### src/rtl/d8m_sensor_pattern_tx.sv
// Purpose: D8M sensor-side transmitter generating a GRBG Bayer test pattern with FVAL/LVAL framing.
// Latency: all outputs registered; fval rises on the same edge that samples enable high in IDLE.
// Backpressure: none, free-running source at one pixel per clock. Line CRC gated by D8M_TX_LINE_CRC_EN.
module d8m_sensor_pattern_tx #(
    parameter int H_ACTIVE = 640,
    parameter int V_ACTIVE = 480,
    parameter int H_BLANK  = 160,
    parameter int FV_SETUP = 4,
    parameter int V_BLANK  = 1000
) (
    input  logic        clk_clk,
    input  logic        reset_reset_n,
    input  logic        enable,
    input  logic [1:0]  pattern_sel,
    input  logic [11:0] const_value,
    output logic [11:0] cam_d,
    output logic        cam_fval,
    output logic        cam_lval,
    output logic        frame_done,
    output logic [15:0] frame_count,
    output logic [15:0] line_crc,
    output logic        line_crc_valid
);

    // Width of one colour bar; H_ACTIVE is a multiple of 8 so this is exact.
    localparam int BAR_W = H_ACTIVE / 8;

    typedef enum logic [2:0] {
        S_IDLE   = 3'd0,
        S_FSETUP = 3'd1,
        S_ACTIVE = 3'd2,
        S_HBLANK = 3'd3,
        S_VBLANK = 3'd4
    } state_t;

    state_t      state_q, state_d;
    logic [31:0] cnt_q, cnt_d;          // cycles spent in FSETUP/HBLANK/VBLANK
    logic [15:0] x_q, x_d;              // active pixel index within the line
    logic [15:0] y_q, y_d;              // active line index within the frame
    logic [2:0]  bar_q, bar_d;          // colour bar index, advanced without a divider
    logic [15:0] bar_px_q, bar_px_d;    // pixel position inside the current bar
    logic        latch_cfg;             // frame start: capture pattern selection

    logic [1:0]  pat_q;
    logic [11:0] const_q;
    logic [11:0] d_q, pix_d;
    logic        fval_q, fval_d;
    logic        lval_q, lval_d;
    logic        done_q, done_d;
    logic [15:0] fcount_q, fcount_d;

    logic [2:0]  rgb;                   // {r,g,b} of the current bar
    logic        site_on;               // selected channel at this Bayer site

    // State register and frame geometry counters.
    always_ff @(posedge clk_clk) begin
        if (!reset_reset_n) begin
            state_q  <= S_IDLE;
            cnt_q    <= 32'd0;
            x_q      <= 16'd0;
            y_q      <= 16'd0;
            bar_q    <= 3'd0;
            bar_px_q <= 16'd0;
        end else begin
            state_q  <= state_d;
            cnt_q    <= cnt_d;
            x_q      <= x_d;
            y_q      <= y_d;
            bar_q    <= bar_d;
            bar_px_q <= bar_px_d;
        end
    end

    // Next-state logic: walks setup, active lines, horizontal and vertical blanking.
    always_comb begin
        state_d   = state_q;
        cnt_d     = cnt_q;
        x_d       = x_q;
        y_d       = y_q;
        bar_d     = bar_q;
        bar_px_d  = bar_px_q;
        latch_cfg = 1'b0;
        unique case (state_q)
            S_IDLE: begin
                if (enable) begin
                    state_d   = S_FSETUP;
                    cnt_d     = 32'd0;
                    latch_cfg = 1'b1;
                end
            end
            S_FSETUP: begin
                if (cnt_q == 32'(FV_SETUP - 1)) begin
                    state_d  = S_ACTIVE;
                    cnt_d    = 32'd0;
                    x_d      = 16'd0;
                    y_d      = 16'd0;
                    bar_d    = 3'd0;
                    bar_px_d = 16'd0;
                end else begin
                    cnt_d = cnt_q + 32'd1;
                end
            end
            S_ACTIVE: begin
                if (x_q == 16'(H_ACTIVE - 1)) begin
                    cnt_d = 32'd0;
                    // Last line ends the frame: fval drops together with lval.
                    if (y_q == 16'(V_ACTIVE - 1)) begin
                        state_d = S_VBLANK;
                    end else begin
                        state_d = S_HBLANK;
                    end
                end else begin
                    x_d = x_q + 16'd1;
                    if (bar_px_q == 16'(BAR_W - 1)) begin
                        bar_px_d = 16'd0;
                        bar_d    = bar_q + 3'd1;
                    end else begin
                        bar_px_d = bar_px_q + 16'd1;
                    end
                end
            end
            S_HBLANK: begin
                if (cnt_q == 32'(H_BLANK - 1)) begin
                    state_d  = S_ACTIVE;
                    cnt_d    = 32'd0;
                    x_d      = 16'd0;
                    y_d      = y_q + 16'd1;
                    bar_d    = 3'd0;
                    bar_px_d = 16'd0;
                end else begin
                    cnt_d = cnt_q + 32'd1;
                end
            end
            S_VBLANK: begin
                // enable is only looked at here, so a started frame always completes.
                if (cnt_q == 32'(V_BLANK - 1)) begin
                    cnt_d = 32'd0;
                    if (enable) begin
                        state_d   = S_FSETUP;
                        latch_cfg = 1'b1;
                    end else begin
                        state_d = S_IDLE;
                    end
                end else begin
                    cnt_d = cnt_q + 32'd1;
                end
            end
            default: begin
                state_d = S_IDLE;
                cnt_d   = 32'd0;
            end
        endcase
    end

    // Pixel and framing values for the state being entered, registered below.
    always_comb begin
        rgb     = 3'b000;
        site_on = 1'b0;
        pix_d   = 12'h000;
        fval_d  = (state_d == S_FSETUP) || (state_d == S_ACTIVE) || (state_d == S_HBLANK);
        lval_d  = (state_d == S_ACTIVE);
        done_d  = (state_q == S_ACTIVE) && (state_d == S_VBLANK);
        fcount_d = fcount_q + {15'd0, done_d};
        unique case (bar_d)
            3'd0:    rgb = 3'b111;  // white
            3'd1:    rgb = 3'b110;  // yellow
            3'd2:    rgb = 3'b011;  // cyan
            3'd3:    rgb = 3'b010;  // green
            3'd4:    rgb = 3'b101;  // magenta
            3'd5:    rgb = 3'b100;  // red
            3'd6:    rgb = 3'b001;  // blue
            default: rgb = 3'b000;  // black
        endcase
        // GRBG mosaic: even line G R G R, odd line B G B G.
        unique case ({y_d[0], x_d[0]})
            2'b00:   site_on = rgb[1];
            2'b01:   site_on = rgb[2];
            2'b10:   site_on = rgb[0];
            default: site_on = rgb[1];
        endcase
        if (lval_d) begin
            unique case (pat_q)
                2'd0:    pix_d = x_d[11:0] + y_d[11:0];
                2'd1:    pix_d = {12{site_on}};
                2'd2:    pix_d = const_q;
                default: pix_d = {fcount_q[3:0], x_d[7:0]};
            endcase
        end
    end

    // Output registers, frame counter and per-frame pattern configuration.
    always_ff @(posedge clk_clk) begin
        if (!reset_reset_n) begin
            d_q      <= 12'h000;
            fval_q   <= 1'b0;
            lval_q   <= 1'b0;
            done_q   <= 1'b0;
            fcount_q <= 16'd0;
            pat_q    <= 2'd0;
            const_q  <= 12'h000;
        end else begin
            d_q      <= pix_d;
            fval_q   <= fval_d;
            lval_q   <= lval_d;
            done_q   <= done_d;
            fcount_q <= fcount_d;
            if (latch_cfg) begin
                pat_q   <= pattern_sel;
                const_q <= const_value;
            end
        end
    end

    assign cam_d       = d_q;
    assign cam_fval    = fval_q;
    assign cam_lval    = lval_q;
    assign frame_done  = done_q;
    assign frame_count = fcount_q;

`ifdef D8M_TX_LINE_CRC_EN
    logic [15:0] crc_acc_q;
    logic [15:0] line_crc_q;
    logic        lval_prev_q;
    logic        crc_vld_q;

    // CRC-16-CCITT advanced by 12 data bits, MSB first.
    function automatic logic [15:0] crc12(input logic [15:0] crc_in, input logic [11:0] dat);
        logic [15:0] c;
        c = crc_in;
        for (int i = 11; i >= 0; i--) begin
            if (c[15] ^ dat[i]) begin
                c = {c[14:0], 1'b0} ^ 16'h1021;
            end else begin
                c = {c[14:0], 1'b0};
            end
        end
        return c;
    endfunction

    // Accumulate over the pixels on the wire; publish one cycle after lval falls.
    always_ff @(posedge clk_clk) begin
        if (!reset_reset_n) begin
            crc_acc_q   <= 16'hFFFF;
            line_crc_q  <= 16'h0000;
            lval_prev_q <= 1'b0;
            crc_vld_q   <= 1'b0;
        end else begin
            lval_prev_q <= lval_q;
            crc_vld_q   <= lval_prev_q & ~lval_q;
            if (lval_q) begin
                crc_acc_q <= crc12(lval_prev_q ? crc_acc_q : 16'hFFFF, d_q);
            end
            if (lval_prev_q & ~lval_q) begin
                line_crc_q <= crc_acc_q;
            end
        end
    end

    assign line_crc       = line_crc_q;
    assign line_crc_valid = crc_vld_q;
`else
    assign line_crc       = 16'h0000;
    assign line_crc_valid = 1'b0;
`endif

endmodule

### config.mk
export PLATFORM = sky130hd
export DESIGN_NAME = d8m_sensor_pattern_tx
export DESIGN_NICKNAME = d
export VERILOG_FILES = /design/src/rtl/d8m_sensor_pattern_tx.sv
export SDC_FILE = /design/constraint.sdc
export NUM_CORES = 1
export LEC_CHECK = 0
export BUFFER_PORTS_ARGS = -buffer_cell sky130_fd_sc_hd__buf_4
export CORE_MARGIN = 2
export CORE_UTILIZATION = 60
export CTS_CLUSTER_SIZE = 30
export DETAILED_ROUTE_END_ITERATION = 10
export GPL_TIMING_DRIVEN = 0
export PLACE_DENSITY = 0.9
export RECOVER_POWER = 100
export SLEW_MARGIN = 20
export SYNTH_ARGS = -nofsm -noshare
export SYNTH_HDL_FRONTEND = slang
export SYNTH_SLANG_ARGS = --single-unit
### constraint.sdc
create_clock -name clk_clk -period 5.48 [get_ports clk_clk]
set_input_delay 1.096 -clock clk_clk [delete_from_list [all_inputs] [get_ports clk_clk]]
set_output_delay 1.096 -clock clk_clk [all_outputs]
set_load 0.005 [all_outputs]
==> impl_metrics.csv <==
group,metric,value,unit
status,status,"completed",
sta,fin_tns_setup,0,ps
setup_path,cpMostUsedCell,"a21oi_1",
yosys,synthAdderAreaFrac,3.77,%
sta,period_share,92.7,%
cts,clk_pin_slew,60,ps
final_layout,fin_nets,987,
placement,place_congestion,0.987,
yosys,synth-edff-count,0,
setup_path,crit_chain,"ha_1 -> nor4b_1 -> nand4_1 -> or4_4 -> nor2_4 -> a21oi_1 -> a21oi_2 -> inv_1 -> ha_1 -> inv_1 -> fa_1 -> nor2b_1 -> o21ai_0 -> a21oi_1 -> o21ai_0 -> a21oi_1 -> a31oi_1 -> xnor2_1 -> o311a_1",
yosys,yosysMostFrequentCell,"nor2_1",
final_layout,area_growth,16.1,%
cts,ctsHoldBuffers,0,
cts,postCtsSetupBuffers,0,
grt,grt_pass1_vias,6314,
placement,dpl.hpwl,13.0,mm
yosys,synthMuxAreaShare,3.96,%
grt,grt_max_degree,17,
grt,grt_pass1_wl,30.3,mm
die,start_util,62.1,%
yosys,synth_top_area_share,36.5,%
setup_path,end_kind,"register",
yosys,synth_seq_cells,131,
setup_path,crit_family,"compound AO/OA/AOI/OAI gates",
yosys,synth.top_cells.by_count,"nor2_1 (135), dfxtp_1 (131), nand2_1 (61)",
routing,drtAntennaViolNets,0,
cts,cts_root_buffer,"clkbuf_16",
yosys,synth_xor_xnor_area_share,7.67,%
final_layout,antennaDiodeCount,0,
setup_path,path_max_fanout,10,
die,dieHeight,113,um
yosys,synth_cell_type_count,74,
cts,clock_sinks,131,
routing,wl_per_cell,16.6,um
yosys,syn-cell-area,7180,um2
sta,tightestPinTransition,1040,ps
cts,htree_levels,4,
cts,cts_tree,"yes",
sta,drv_slew,0,
yosys,synth_cells,867,
die,core_area,11600,um2
job,maxCapViolCount,0,
yosys,async_reset_ff_share,0,%
yosys,synth_compound_area_share,14.3,%
routing,first_pass_iters,6,
yosys,ys_seq_area_share,36.5,%
setup_path,r2r-start,"cnt_q[0]$_SDFFE_PN0P_",
setup_path,worstSetupEndpoint,"cam_d[10]$_SDFF_PN0_",
grt,antenna_found_initial,0,
final_layout,layout-drive-gt1-share,12.4,%
sta,period_needed,5080,ps
setup_path,required,5800,ps
setup_path,worst_ep_arrival_time,5400,ps
cts,post_cts_resized,0,
die,dieArea,12900,um2
yosys,yosysWarnings,0,
yosys,avgSynthCellArea,8.28,um2
yosys,synth-main-ff-cell,"dfxtp_1",
routing,vias,6680,
grt,grt_util_all_layers,29.0,%
sta,rsz0062_at_grt,"no",
sta,hold_violations,0,
setup_path,slowest_stage,"or4_4",
sta,fin_hold_ws,478,ps
sta,relSlewSlack,30.1,%
worst_hold_path,hp-class,"register to register",
power,ir_drop,0.311,mV
setup_path,worst_r2r_path_depth,19,
setup_path,critPathKind,"register to register",
setup_path,critPathMaxStageDelay,640,ps
yosys,synth_top_family_by_area,"simple AND/OR/NAND/NOR gates",
die,die_w,113,um
final_layout,layout.cells.non_filler,1105,
cts,clk_latency,430,ps
grt,overflow,0,
setup_path,path_buf_inv,2,
cts,numCtsBuffers,17,
setup_path,rrSetupSlack,400,ps
die,placementRows,39,
yosys,synth_area_leaders,"dfxtp_1 (37%), nor2_1 (7.1%), xor2_1 (5.1%), ha_1 (3.5%), mux2i_1 (3.5%)",
power,p_per_area,272,nW/um2
placement,dp.cells,1073,
cts,cts_max_path_buffers,2,
sta,fin_skew,10.4,ps
setup_path,start_kind,"register",
power,power.leakage,3.35,nW
yosys,yosys.area_share.simple,29.1,%
setup_path,cp-startpoint,"cnt_q[0]$_SDFFE_PN0P_",
final_layout,utilization,72.0,%
routing,dr.first_iter.drc_count,640,
routing,finalWirelength,18.4,mm
yosys,synth.largest_area_cell,"dfxtp_1",
routing,vias_per_cell,6.05,
routing,drc,0,
placement,port_buffers,47,
setup_path,r2r_end,"cam_d[10]$_SDFF_PN0_",
setup_path,cp.depth,19,
sta,setup_viol,0,
sta,fmax,197,MHz
die,io_pins,65,
==> worst min path at each step <==
| stage | from | to | slack, ps | cells after the start |
|---|---|---|---|---|
| 2_1_floorplan | bar_q[1]$_SDFF_PN0_ | bar_q[1]$_SDFF_PN0_ | 450 | 2 |
| 3_3_place_gp | bar_q[1]$_SDFF_PN0_ | bar_q[1]$_SDFF_PN0_ | 460 | 2 |
| 3_5_place_dp | bar_q[1]$_SDFF_PN0_ | bar_q[1]$_SDFF_PN0_ | 470 | 2 |
| 4_1_cts | bar_q[1]$_SDFF_PN0_ | bar_q[1]$_SDFF_PN0_ | 480 | 2 |
| 5_1_grt | bar_q[1]$_SDFF_PN0_ | bar_q[1]$_SDFF_PN0_ | 500 | 2 |
| 6_report | bar_q[1]$_SDFF_PN0_ | bar_q[1]$_SDFF_PN0_ | 480 | 2 |
==> power breakdown <==
part	internal (mW)	switching (mW)	total, mW
Sequential	0.962	0.00756	0.970
Combinational	0.0421	0.0663	0.108
Clock	0.733	0.454	1.19
==> routing by layer <==
metal	GRT usage (%)	wire length, um	part of all wire, %
met2	47.9	8810	48
met5	0	0	0
met1	36.8	7740	42
met3	7.65	1460	7.9
met4	10.5	382	2.1
==> stage by stage <==
stage	power [mW]	instance area [um2]	worst slack (ps)
2_1_floorplan	1.06	7240	1390
3_3_place_gp	1.09	7770	317
3_5_place_dp	1.10	7770	234
4_1_cts	2.27	8380	171
5_1_grt	2.33	8330	31.8
6_report	2.26	8330	401
==> flip-flops by register name (all words and copies together), names as in the netlist <==
signal,flops
bar_px_q,16
cam_fval,1
cam_lval,1
x_q,16
cnt_q,32
state_q,3
frame_done,1
cam_d,12
frame_count,16
y_q,16
const_q,12
bar_q,3
pat_q,2
==> worst register-to-register path: stages, from the launching register on <==
cell and delay, ps:
dfxtp_1 430, ha_1 310, nor4b_1 330, nand4_1 370
or4_4 650, nor2_4 280, a21oi_1 190, a21oi_2 330
inv_1 110, ha_1 230, inv_1 80, fa_1 210
nor2b_1 60, o21ai_0 250, a21oi_1 140, o21ai_0 210
a21oi_1 130, a31oi_1 250, xnor2_1 130, o311a_1 290
==> cells in the final DEF (no fill, tap or decap), drive strengths merged, types with 5 or more instances in the layout <==
| master | n |
|---|---|
| nor2 | 136 |
| nor3 | 16 |
| o31ai | 8 |
| nand4 | 27 |
| ha | 20 |
| a31oi | 9 |
| inv | 23 |
| nor4 | 25 |
| a21oi | 44 |
| dfxtp | 131 |
| nand2 | 62 |
| and4 | 8 |
| clkbuf | 82 |
| nand3 | 41 |
| clkinv | 6 |
| and3 | 26 |
| xnor2 | 20 |
| and2 | 26 |
| buf | 33 |
| a21o | 5 |
| nor2b | 7 |
| o21ai | 43 |
| conb | 17 |
| or3 | 5 |
| xor2 | 42 |
| mux2i | 25 |
| a221oi | 6 |
==> layout make-up <==
type / instances / area, um2
timing repair buffer: 47 / 330
tap: 143 / 179
fill: 862 / 3230
multi-input combinational: 683 / 4260
clock inverter: 14 / 176
sequential: 131 / 2620
buffer: 50 / 253
inverter: 19 / 71.3
clock buffer: 18 / 439
==> cell families (layout without fill, tap and decap cells) <==
logic type	after synthesis	in the layout
muxes	28	28
buffers and inverters	69	148
DFF	131	131
xor gates and xnor gates	62	62
adders and majority gates	21	21
AOI/OAI and AO/OA	149	149
and+or+nand+nor	406	406
other	1	17
No activity file was read; power rests on OpenSTA's default activity.
